--- src/rtl/neighbor_scan_pkg.sv ---
// Shared board constants, coordinate type, FSM states and the
// neighbour offset table walked by neighbor_scan.
package neighbor_scan_pkg;

    localparam int unsigned BOARD_DIM = 8;

    typedef logic [2:0] coord_t;

    typedef enum logic [1:0] {
        IDLE,
        CHECK,
        SCAN,
        DONE
    } state_t;

    // drow/dcol are two's complement in -1..+1
    typedef struct packed {
        logic [1:0] drow;
        logic [1:0] dcol;
    } offset_t;

    localparam offset_t OFFSETS [8] = '{
        '{2'b11, 2'b11},
        '{2'b11, 2'b00},
        '{2'b11, 2'b01},
        '{2'b00, 2'b11},
        '{2'b00, 2'b01},
        '{2'b01, 2'b11},
        '{2'b01, 2'b00},
        '{2'b01, 2'b01}
    };

endpackage

--- src/rtl/neighbor_scan_offset.sv ---
// Combinational map from (scan index, cell) to the neighbour coordinate
// and whether that neighbour lies on the board.
module neighbor_offset
    import neighbor_scan_pkg::*;
#(
    parameter int unsigned DIM = BOARD_DIM
) (
    input  logic [2:0] index,
    input  logic [2:0] row,
    input  logic [2:0] col,
    output logic [2:0] nb_row,
    output logic [2:0] nb_col,
    output logic       in_bounds
);

    offset_t    off;
    logic [4:0] r_ext;
    logic [4:0] c_ext;

    // A -1 step from 0 wraps to a large 5-bit value, so one unsigned
    // compare catches both edges of the board.
    always_comb begin
        off       = OFFSETS[index];
        r_ext     = {2'b00, row} + {{3{off.drow[1]}}, off.drow};
        c_ext     = {2'b00, col} + {{3{off.dcol[1]}}, off.dcol};
        in_bounds = (r_ext < 5'(DIM)) && (c_ext < 5'(DIM));
        nb_row    = r_ext[2:0];
        nb_col    = c_ext[2:0];
    end

endmodule

--- src/rtl/neighbor_scan.sv ---
// Counts the mines adjacent to one board cell, one neighbour per cycle,
// working entirely from a snapshot of the request taken at start.
module neighbor_scan
    import neighbor_scan_pkg::*;
#(
    parameter int unsigned DIM = BOARD_DIM
) (
    input  logic        clk,
    input  logic        rst,
    input  logic        start,
    input  logic [2:0]  row,
    input  logic [2:0]  col,
    input  logic [63:0] mine_map,
    output logic        busy,
    output logic        done,
    output logic        is_mine,
    output logic [3:0]  count,
    output logic        nb_valid,
    output logic [2:0]  nb_row,
    output logic [2:0]  nb_col
);

    state_t      state;
    coord_t      lat_row;
    coord_t      lat_col;
    logic [63:0] lat_map;
    logic [2:0]  index;

    coord_t      calc_row;
    coord_t      calc_col;
    logic        calc_in;

    neighbor_offset #(
        .DIM(DIM)
    ) u_offset (
        .index    (index),
        .row      (lat_row),
        .col      (lat_col),
        .nb_row   (calc_row),
        .nb_col   (calc_col),
        .in_bounds(calc_in)
    );

    always_ff @(posedge clk or negedge rst) begin
        if (!rst) begin
            state   <= IDLE;
            lat_row <= '0;
            lat_col <= '0;
            lat_map <= '0;
            index   <= '0;
            count   <= '0;
            is_mine <= 1'b0;
            done    <= 1'b0;
        end else begin
            case (state)
                IDLE: begin
                    done <= 1'b0;
                    if (start) begin
                        lat_row <= row;
                        lat_col <= col;
                        lat_map <= mine_map;
                        count   <= '0;
                        is_mine <= 1'b0;
                        state   <= CHECK;
                    end
                end
                CHECK: begin
                    if (lat_map[{lat_row, lat_col}]) begin
                        is_mine <= 1'b1;
                        state   <= DONE;
                    end else begin
                        index <= '0;
                        state <= SCAN;
                    end
                end
                SCAN: begin
                    if (calc_in && lat_map[{calc_row, calc_col}])
                        count <= count + 4'd1;
                    index <= index + 3'd1;
                    if (index == 3'd7)
                        state <= DONE;
                end
                DONE: begin
                    // The pulse lands in the following IDLE cycle, which
                    // also accepts a fresh start.
                    done  <= 1'b1;
                    state <= IDLE;
                end
                default: state <= IDLE;
            endcase
        end
    end

    always_comb begin
        busy     = (state != IDLE);
        nb_valid = (state == SCAN) && calc_in;
        nb_row   = (state == SCAN) ? calc_row : '0;
        nb_col   = (state == SCAN) ? calc_col : '0;
    end

endmodule

--- config.mk ---
export PLATFORM = sky130hd
export DESIGN_NAME = neighbor_scan
export DESIGN_NICKNAME = d
export VERILOG_FILES = /design/src/rtl/neighbor_scan_pkg.sv /design/src/rtl/neighbor_scan_offset.sv /design/src/rtl/neighbor_scan.sv
export SDC_FILE = /design/constraint.sdc
export NUM_CORES = 1
export LEC_CHECK = 0
export ABC_AREA = 0
export CAP_MARGIN = 5
export CORE_MARGIN = 3
export CORE_UTILIZATION = 53
export DETAILED_ROUTE_END_ITERATION = 8
export GPL_TIMING_DRIVEN = 0
export PLACE_DENSITY = 0.83
export SYNTH_ARGS = -nofsm -noshare
export SYNTH_HDL_FRONTEND = slang
export SYNTH_HIERARCHICAL = 1
export SYNTH_SLANG_ARGS = --single-unit
--- constraint.sdc ---
create_clock -name clk -period 4.15 [get_ports clk]
set_input_delay 0.415 -clock clk [delete_from_list [all_inputs] [get_ports clk]]
set_output_delay 0.415 -clock clk [all_outputs]
set_load 0.02 [all_outputs]
Word-level counts from Yosys, hierarchy flattened
Memories as Yosys holds them, arrays and structs flattened.
Index checks and enable logic that the tools add are counted.
Widths: inputs -> output; s select.
{ "op_classes": {"add_sub_neg": 4, "n_lt_le_gt_ge": 5, "n_eq_ne": 9, "mux": 21, "bitwise": 1, "reduce_logical": 14} }
{ "ops": {"columns": ["op", "count"], "rows": [
  ["$mux 4", 4],
  ["$lt 6x7->1 const B", 2],
  ["$bmux 1 s6", 2],
  ["$add 4x2->5", 2],
  ["$lt 5x4->1 const B", 2],
  ["$ne 2x2->1 const B", 5],
  ["$reduce_bool 2->1", 5],
  ["$mux 3", 3],
  ["$pmux 2 s4", 1],
  ["$pmux 4 s2", 1],
  ["$pmux 3 s2", 1],
  ["$reduce_and 2->1", 3],
  ["$reduce_and 3->1", 2],
  ["$mux 1", 5],
  ["$add 4x1->4 const B", 1],
  ["$eq 2x2->1 const B", 2],
  ["$ge 4x4->1 const B", 1],
  ["$mux 2", 2],
  ["$not 3->4", 1],
  ["$pmux 1 s2", 2],
  ["$add 3x1->3 const B", 1],
  ["$eq 3x3->1 const B", 1],
  ["$logic_and 1x1->1", 3],
  ["$eq 2x1->1 const B", 1],
  ["$logic_not 2->1", 1]
]} }
{ "totals": {"ff_bits": 81, "romBits": 32, "inputBits": 73, "out_inout_bits": 14, "wordCells": 63, "memories": 1} }
{ "memory_table": {"columns": ["name", "words", "width", "read_ports", "rd_clocked_by_memory_dff", "wr", "line_no", "text"], "rows": [
  ["(name not given)", 8, 4, 1, 0, 0, "neighbor_scan_offset.sv:23", "off = OFFSETS[index];"]
]} }

Longest topological paths before layout
Gate-level depths: netlist of the first run.
{ "logic_depth": {"ltp_word": 10, "ltp_mapped": 15, "mapped_depth_nobuf": 15} }

Hierarchy
The synthesis of the first run kept the hierarchy.
{ "modules_own_cells": {"columns": ["module", "instances", "cells_each", "area_each_um2", "seq_area_each_um2"], "rows": [
  ["neighbor_scan", 1, 326, 4449.3, 2026.9],
  ["neighbor_offset", 1, 47, 399.1, 0.0]
]} }

Worst setup path after synthesis of the first run
No wires, ideal clock.
{ "synth_path": {"path_kind": "reg2reg", "startpoint": "register index[0]", "endpoint": "register count[0]", "setup_time_ns": 0.131, "arrival_ns": 3.463, "path_slack_ns": 0.556, "path_stages_with_launch": 15, "n_path_buf": 2, "cell_sequence": "dfrtp_1 inv_1 ha_1 mux2i_2 inv_1 fa_1 inv_1 buf_6 buf_12 mux2i_1 mux4_2 a221oi_2 o21ai_2 and4_1 or3_1"} }
{ "synth_via": {"elab_chain_cells": 10, "elab_cells_between_ends": 14, "classes_between": "add/sub (2); order compare (2); eq/ne (1); mux (4); bitwise (1); reduce/logical (3); memory (1)"} }
{ "synth_rtl": {"columns": ["item", "line_no", "text"], "rows": [
  ["start, declared", "neighbor_scan.sv:27", "logic [2:0] index;"],
  ["start signal, assigned", "neighbor_scan.sv:79", "index <= index + 3'd1;"],
  ["$not 3->4 (not written as such) *", "neighbor_scan_offset.sv:23", null],
  ["$mem_v2 8x4 *", null, null],
  ["$mux 4 (not written as such) * (2 in series)", "neighbor_scan_offset.sv:23", null],
  ["$add 4x2->5 *", "neighbor_scan_offset.sv:25", "c_ext = {2'b00, col} + {{3{off.dcol[1]}}, off.dcol};"],
  ["net calc_col[1]", "neighbor_scan.sv:30", "coord_t calc_col;"],
  ["$bmux 1 s6 / $lt 5x4->1 (equally long branches)", "neighbor_scan.sv:77, neighbor_scan_offset.sv:26", null],
  ["$mux 1 (not written as such) / $logic_and 1x1->1 (equally long branches)", "neighbor_scan.sv:77, neighbor_scan_offset.sv:26", null],
  ["$logic_and 1x1->1 *", "neighbor_scan.sv:77", "if (calc_in && lat_map[{calc_row, calc_col}])"],
  ["$ne 2x2->1 (no source line) *", null, null],
  ["$reduce_and 3->1 (no source line) *", null, null],
  ["end signal, assigned", "neighbor_scan.sv:78", "count <= count + 4'd1;"],
  ["end, declared", "neighbor_scan.sv:17", "output logic [3:0] count,"]
]} }
Mark *: on every way through the listed nets, which the timed path passes. The rest lies on a longest branch. The select of a mux whose other input is x is not followed.
A chain may end at the register's enable or synchronous reset.

Worst setup path after layout of the first run
{ "layout_path": {"startpoint": "register index[0]", "endpoint": "output port nb_valid"} }
{ "layout_via": {"elab_chain_cells": 8, "elab_cells_between_ends": 10, "classes_between": "add/sub (2); order compare (2); mux (2); bitwise (1); reduce/logical (2); memory (1)"} }
{ "layout_rtl": {"columns": ["item", "line_no", "text"], "rows": [
  ["$not 3->4 (not written as such) *", "neighbor_scan_offset.sv:23", null],
  ["$mem_v2 8x4 *", null, null],
  ["$mux 4 (not written as such) * (2 in series)", "neighbor_scan_offset.sv:23", null],
  ["$add 4x2->5 (on tied branches)", "neighbor_scan_offset.sv:24, neighbor_scan_offset.sv:25", null],
  ["$lt 5x4->1", "neighbor_scan_offset.sv:26", "in_bounds = (r_ext < 5'(DIM)) && (c_ext < 5'(DIM));"],
  ["$logic_and 1x1->1 *", "neighbor_scan_offset.sv:26", null],
  ["net calc_in", "neighbor_scan.sv:31", "logic calc_in;"],
  ["$logic_and 1x1->1 *", "neighbor_scan.sv:96", "nb_valid = (state == SCAN) && calc_in;"],
  ["end, declared", "neighbor_scan.sv:18", "output logic nb_valid,"]
]} }
Marks and branches as above.

==> results_dict.tcl, run 1 <==
set metrics [dict create \
    drv_slew 0 \
    worst_ep_required_time_ns 3.73 \
    sequential_element_share_of_the_synthesized_area_pct 41.8 \
    cts.root.buffer_cell "sky130_fd_sc_hd__clkbuf_8" \
    placeableCoreArea_sq_um 8810 \
    hold_path.class "reg2reg" \
    finalSetupViolCount 0 \
    finClkSkew_ns 0.00708 \
    filler_cell_count 614 \
    worstSetupPathType "reg2out" \
    synthTopCellsByArea "sky130_fd_sc_hd__dfrtp_1, sky130_fd_sc_hd__mux2_2, sky130_fd_sc_hd__mux4_2" \
    finalWeightedCongestion 0.896 \
    worst_setup_path_start_kind "register" \
    worst_setup_hold_path_clk_slew_ns 0.09 \
    timing.setup.tns_ns 0 \
    relSlewSlack_pct 47.3 \
    via_count_of_the_routed_design 3537 \
    total_power_per_unit_cell_area_nw_per_um2 962 \
    clockBufferDepth 2 \
    antenna_cells_inserted 0 \
    clock_sink_count 81 \
    overflow 0 \
    multi_input_area_sq_um 2650 \
    dpl_cell_area_sq_um 5870 \
    post-synth-top-count-cell "sky130_fd_sc_hd__dfrtp_1" \
    postSynthCellCount 373 \
    vias_per_cell 6.03 \
    fp.dieW_um 102 \
    synthToLayoutAreaGrowth_pct 26.4 \
    finalPower_mw 5.90 \
    final_cell_area_sq_um 6130 \
    initial_antenna_violation_count 0 \
    drt-wirelength-per-cell_um 20.2 \
    synthesis.area_sq_um 4850 \
    status "completed" \
    synth_cell_type_count 53 \
    die_h_um 102 \
    instances_no_fill 587 \
    drt_pre_antenna_iters 5 \
    dpl_worst_slack_ns -0.0718 \
    period_share_pct 95.3 \
    floorplan.initialDensity_pct 55.1 \
    drive_gt1_share_pct 28.6 \
    drt_iter0_drc 209 \
    dpl.cell_count 568 \
    timing.fmax_mhz 253 \
    synth.cells.most_frequent "sky130_fd_sc_hd__dfrtp_1, sky130_fd_sc_hd__mux2_2, sky130_fd_sc_hd__inv_1, sky130_fd_sc_hd__mux4_2, sky130_fd_sc_hd__ha_1" \
    detail_route.wirelength_um 11800 \
    fp-row-count 34 \
    synthArstFlopShare_pct 100 \
    ir_worst_vdd_mv 0.501 \
    static-leakage-power_nw 2.57 \
    syn-num-nets 468 \
    cap_viol_max_count 0 \
    grt_pass1_wl_um 19000 \
    cts_htree_levels 3 \
    worst_pin_slew_ns 0.784 \
    endpoint_type_of_the_worst_setup_path "output pin" \
    synth_largest_type_area_fraction_pct 41.8 \
    final-seq-area_sq_um 2030 \
    drc 0 \
    grt_max_degree 53 \
    post-synth-top-area-cell "sky130_fd_sc_hd__dfrtp_1" \
    final_period_minus_worst_setup_slack_ns 3.95 \
    tritoncts_buffer_count 9 \
    top_level_ports 87 \
    synth_area_per_cell_sq_um 13.0 \
    ys_dominant_reg_cell "sky130_fd_sc_hd__dfrtp_1" \
    worstPathArrival_ns 3.54 \
    number_of_flip_flops_and_latches_in_the_synthesized_netlist 81 \
    hpwl_um 8820 \
    worstPathMaxFanout 7 \
    worst_slack_ns 0.196 \
    synth_edf_count 0 \
    layout.nets 569 \
    ys.warnings.count 6 \
    first_global_vias 3756 \
    floorplan_die_area_sq_um 10300 \
    io_buffer_count 86 \
    clock_tree_from_tritoncts "done" \
    final_hold_viol_count 0 \
    worstSkewPairLatency_ns 0.36 \
    drt.antenna.violating_nets 0 \
    grt_usage_pct 24.3 \
]
[where the power goes]
part	leakage (nW)	total (mW)	switching (mW)	internal, mW
combinational	1.50	3.75	1.77	1.98
sequential	0.972	1.55	0.363	1.19
clock	0.0966	0.600	0.301	0.299
total	2.57	5.90	2.43	3.46
[kinds of logic after synthesis]
group                      after synthesis  share of synthesized area, %
adders and majority gates               22                          5.99
and+or+nand+nor                         64                          7.30
AOI/OAI and AO/OA                       43                          6.61
xor gates and xnor gates                 2                         0.361
muxes                                  116                          33.8
DFF                                     81                          41.8
buffers and inverters                   45                          4.13
[metal layers]
metal  part of all wire, %  vias up  GRT usage [%]  wire [um]
li1                      -     1592              -          -
met1                    42     1780           30.9       4930
met2                    50      138           41.3       5970
met3                   5.7       27           4.55        672
met4                   2.3        0           9.10        270
met5                     0        -              0          0
[flip-flops by register name (all words and copies together) (netlist names)]
signal / flops
is_mine: 1
lat_row: 3
done: 1
state: 2
count: 4
lat_map: 64
index: 3
lat_col: 3
[path summary, 6_finish.rpt]
path	slack, ns	start	to	cells past startpoint
min in group asynchronous	0.52	rst	done$_DFFE_PN0P_	2
hold / removal	0.51	done$_DFFE_PN0P_	done$_DFFE_PN0P_	1
setup reg to reg	0.21	index[0]$_DFFE_PN0P_	count[0]$_DFFE_PN0P_	14
setup / recovery	0.20	index[0]$_DFFE_PN0P_	nb_valid	11
hold reg to reg	0.51	done$_DFFE_PN0P_	done$_DFFE_PN0P_	1
max in group asynchronous	3.04	rst	lat_map[36]$_DFFE_PN0P_	3
[stage by stage]
stage / util [%] / hold slack, ns
floorplan: - / 0.119
global placement: 66.4 / 0.491
detailed placement: 66.7 / 0.379
CTS: 69.3 / 0.513
global route: 69.6 / 0.548
finish: 69.6 / 0.510
[cells in the final DEF, fill, tap and decap left out, drive strengths merged, types with 7 or more instances in the layout]
master / Yosys / routed
mux4: 29 / 29
ha: 20 / 20
a21oi: 7 / 7
nand2: 19 / 19
inv: 24 / 26
clkbuf: 9 / 21
buf: 12 / 15
dfrtp: 81 / 81
and2: 8 / 8
mux2: 74 / 74
clkdlybuf4s50: 0 / 85
mux2i: 13 / 13
[what timing repair did]
action | 4_1_cts | 5_1_grt
hold endpoints to repair | 29 | 0
endpoints found under the setup margin | 2 | 7
setup buffers | 2 | 0
pin swaps | 1 | 0
resized for setup | 1 | 5
hold buffers | 1 | 0
[layout make-up]
class / count / area share (%)
clock inverters: 5 / 1.02
multi-input cells: 247 / 43.2
clock buffers: 11 / 2.31
well taps: 108 / 2.20
repair buffers: 90 / 14.9
plain buffers: 21 / 1.86
inverters: 24 / 1.47
flip-flops and latches: 81 / 33.1
[critical path, stage by stage (launching register included)]
cell	delay, ns
sky130_fd_sc_hd__dfrtp_1	0.47
sky130_fd_sc_hd__inv_1	0.11
sky130_fd_sc_hd__ha_1	0.33
sky130_fd_sc_hd__mux2i_4	0.25
sky130_fd_sc_hd__inv_1	0.11
sky130_fd_sc_hd__fa_1	0.51
sky130_fd_sc_hd__inv_1	0.10
sky130_fd_sc_hd__a21o_1	0.14
sky130_fd_sc_hd__and3_1	0.20
sky130_fd_sc_hd__a2bb2oi_2	0.18
sky130_fd_sc_hd__and2_1	0.17
sky130_fd_sc_hd__clkdlybuf4s50_1	0.61
Note: power is estimated with default switching activity, not from simulation.
==> inputs of run 2 (changes only) <==
- GPL_TIMING_DRIVEN: 0 -> 1
- PLACE_DENSITY: 0.83 -> 0.82
==> run 2 against run 1 <==
Compared with the run above:
- sequential share of layout area increased by 0.60 points
- sequential power is essentially flat
- final cell count down 2.6%
- worst hold slack lost 0.29 ns
==> results_dict.tcl, run 2 (synthesis gave the netlist of run 1 again) <==
set metrics [dict create \
    dpl.cell_count 554 \
    crit-reg2reg-capture "count[0]$_DFFE_PN0P_" \
    post_cts_hold_buffer_count 0 \
    floorplan.initialDensity_pct 55.1 \
    cap_viol_max_count 0 \
    timing.fmax_mhz 255 \
    instances_no_fill 572 \
    clockBufferDepth 2 \
    via_count_of_the_routed_design 3394 \
    drt.antenna.violating_nets 0 \
    worstSetupPathType "reg2out" \
    drt_iter0_drc 160 \
    commonest_cells_after_routing_fill_and_taps_aside "sky130_fd_sc_hd__clkdlybuf4s50_1, sky130_fd_sc_hd__dfrtp_1, sky130_fd_sc_hd__mux2_2, sky130_fd_sc_hd__mux4_2, sky130_fd_sc_hd__inv_1" \
    finalWeightedCongestion 0.867 \
    cts_htree_levels 3 \
    drt_pre_antenna_iters 5 \
    die_h_um 102 \
    r2r_cells 13 \
    reg_top3 "lat_map x64, count x4" \
    worstPathMaxFanout 7 \
    final_hold_viol_count 0 \
    drive_gt1_share_pct 29.5 \
    initial_antenna_violation_count 0 \
    antenna_cells_inserted 0 \
    fp-row-count 34 \
    grt_pass1_wl_um 17700 \
    worstPathArrival_ns 3.50 \
    reg2reg_from "index[0]$_DFFE_PN0P_" \
    hpwl_um 8000 \
    final_period_minus_worst_setup_slack_ns 3.92 \
    total_power_per_unit_cell_area_nw_per_um2 945 \
    worst_pin_slew_ns 1.00 \
    detail_route.wirelength_um 10700 \
    io_buffer_count 86 \
    relSlewSlack_pct 33.3 \
    regToRegSetupSlack_ns 0.28 \
    top_level_ports 87 \
    first_global_vias 3556 \
    grt_max_degree 82 \
    final_util_pct 68.4 \
    filler_cell_count 644 \
    layout.cells.most_common "sky130_fd_sc_hd__clkdlybuf4s50_1" \
    static-leakage-power_nw 2.52 \
    drt-wirelength-per-cell_um 18.7 \
    clock_tree_from_tritoncts "done" \
    endpoint_type_of_the_worst_setup_path "output pin" \
    hold_path.class "in2async" \
    timing.setup.tns_ns 0 \
    finalPower_mw 5.69 \
    largest_register_ff_count 64 \
    fp.dieW_um 102 \
    ir_worst_vdd_mv 0.424 \
    drv_slew 0 \
    worstSkewPairLatency_ns 0.36 \
    tritoncts_buffer_count 9 \
    rsz_0062_raised_after_global_routing "no" \
    vias_per_cell 5.93 \
    drc 0 \
    worst_setup_hold_path_clk_slew_ns 0.09 \
    placeableCoreArea_sq_um 8810 \
    finClkSkew_ns 0.00794 \
    finalSetupViolCount 0 \
    floorplan_die_area_sq_um 10300 \
    grt_usage_pct 22.3 \
    cts.root.buffer_cell "sky130_fd_sc_hd__clkbuf_8" \
    status "completed" \
    largest-register "lat_map" \
    synthToLayoutAreaGrowth_pct 24.2 \
    worst_ep_required_time_ns 3.73 \
    clock_sink_count 81 \
    layout.nets 554 \
    overflow 0 \
    worst_setup_path_start_kind "register" \
    period_share_pct 94.4 \
]
## run 2: metrics by stage
stage	worst slack, ns	hold WS (ns)	area [sq um]
2_1_floorplan	0.556	0.119	4850
3_3_place_gp	0.245	0.488	5790
3_5_place_dp	0.0954	0.500	5790
4_1_cts	0.0659	0.253	5990
5_1_grt	0.0193	0.303	6020
6_report	0.231	0.217	6020
## run 2: what timing repair did
item	in CTS	in global routing
endpoints found under the setup margin	1	5
setup buffers	0	2
gates resized for setup	1	0
## run 2: final cells by class
cell class / count / area (sq um) / share of cell area, %
multi-input cells: 247 / 2620 / 43.6
flip-flops and latches: 81 / 2030 / 33.7
repair buffers: 96 / 946 / 15.7
clock buffers: 10 / 138 / 2.29
well taps: 108 / 135 / 2.24
inverters: 24 / 93.8 / 1.56
clock inverters: 6 / 56.3 / 0.935
## run 2: metal layers
layer	wire length, um	global-route usage [%]	vias up
met1	4350	29.5	1669
met2	5320	36.6	152
met5	0	0	-
met4	248	6.95	0
met3	786	5.44	22
li1	-	-	1551
## run 2: worst max-delay path, stage by stage, from the launching register on
cell and delay [ns]:
sky130_fd_sc_hd__dfrtp_1 0.48, sky130_fd_sc_hd__inv_1 0.11, sky130_fd_sc_hd__ha_1 0.31, sky130_fd_sc_hd__mux2i_2 0.33
sky130_fd_sc_hd__inv_1 0.11, sky130_fd_sc_hd__fa_1 0.45, sky130_fd_sc_hd__inv_1 0.07, sky130_fd_sc_hd__a21o_1 0.14
sky130_fd_sc_hd__and3_1 0.18, sky130_fd_sc_hd__a2bb2oi_2 0.20, sky130_fd_sc_hd__and2_1 0.17, sky130_fd_sc_hd__clkdlybuf4s50_1 0.60
## run 2: how the worst max path moves through the flow
stage                               startpoint                   end  slack [ns]  cells past startpoint
final                     index[0]$_DFFE_PN0P_              nb_valid        0.23                     11
after global routing      index[0]$_DFFE_PN0P_              nb_valid        0.02                     11
after CTS                 index[0]$_DFFE_PN0P_             nb_col[1]        0.07                      9
after detailed placement  index[0]$_DFFE_PN0P_  count[0]$_DFFE_PN0P_         0.1                     13
after global placement    index[0]$_DFFE_PN0P_  count[0]$_DFFE_PN0P_        0.24                     13
after floorplan           index[0]$_DFFE_PN0P_  count[0]$_DFFE_PN0P_        0.56                     14
## run 2: report_power, final
part	total [mW]	internal, mW	switching [mW]
registers	1.55	1.18	0.363
logic	3.56	1.95	1.61
clock network	0.573	0.247	0.326
total	5.69	3.38	2.30
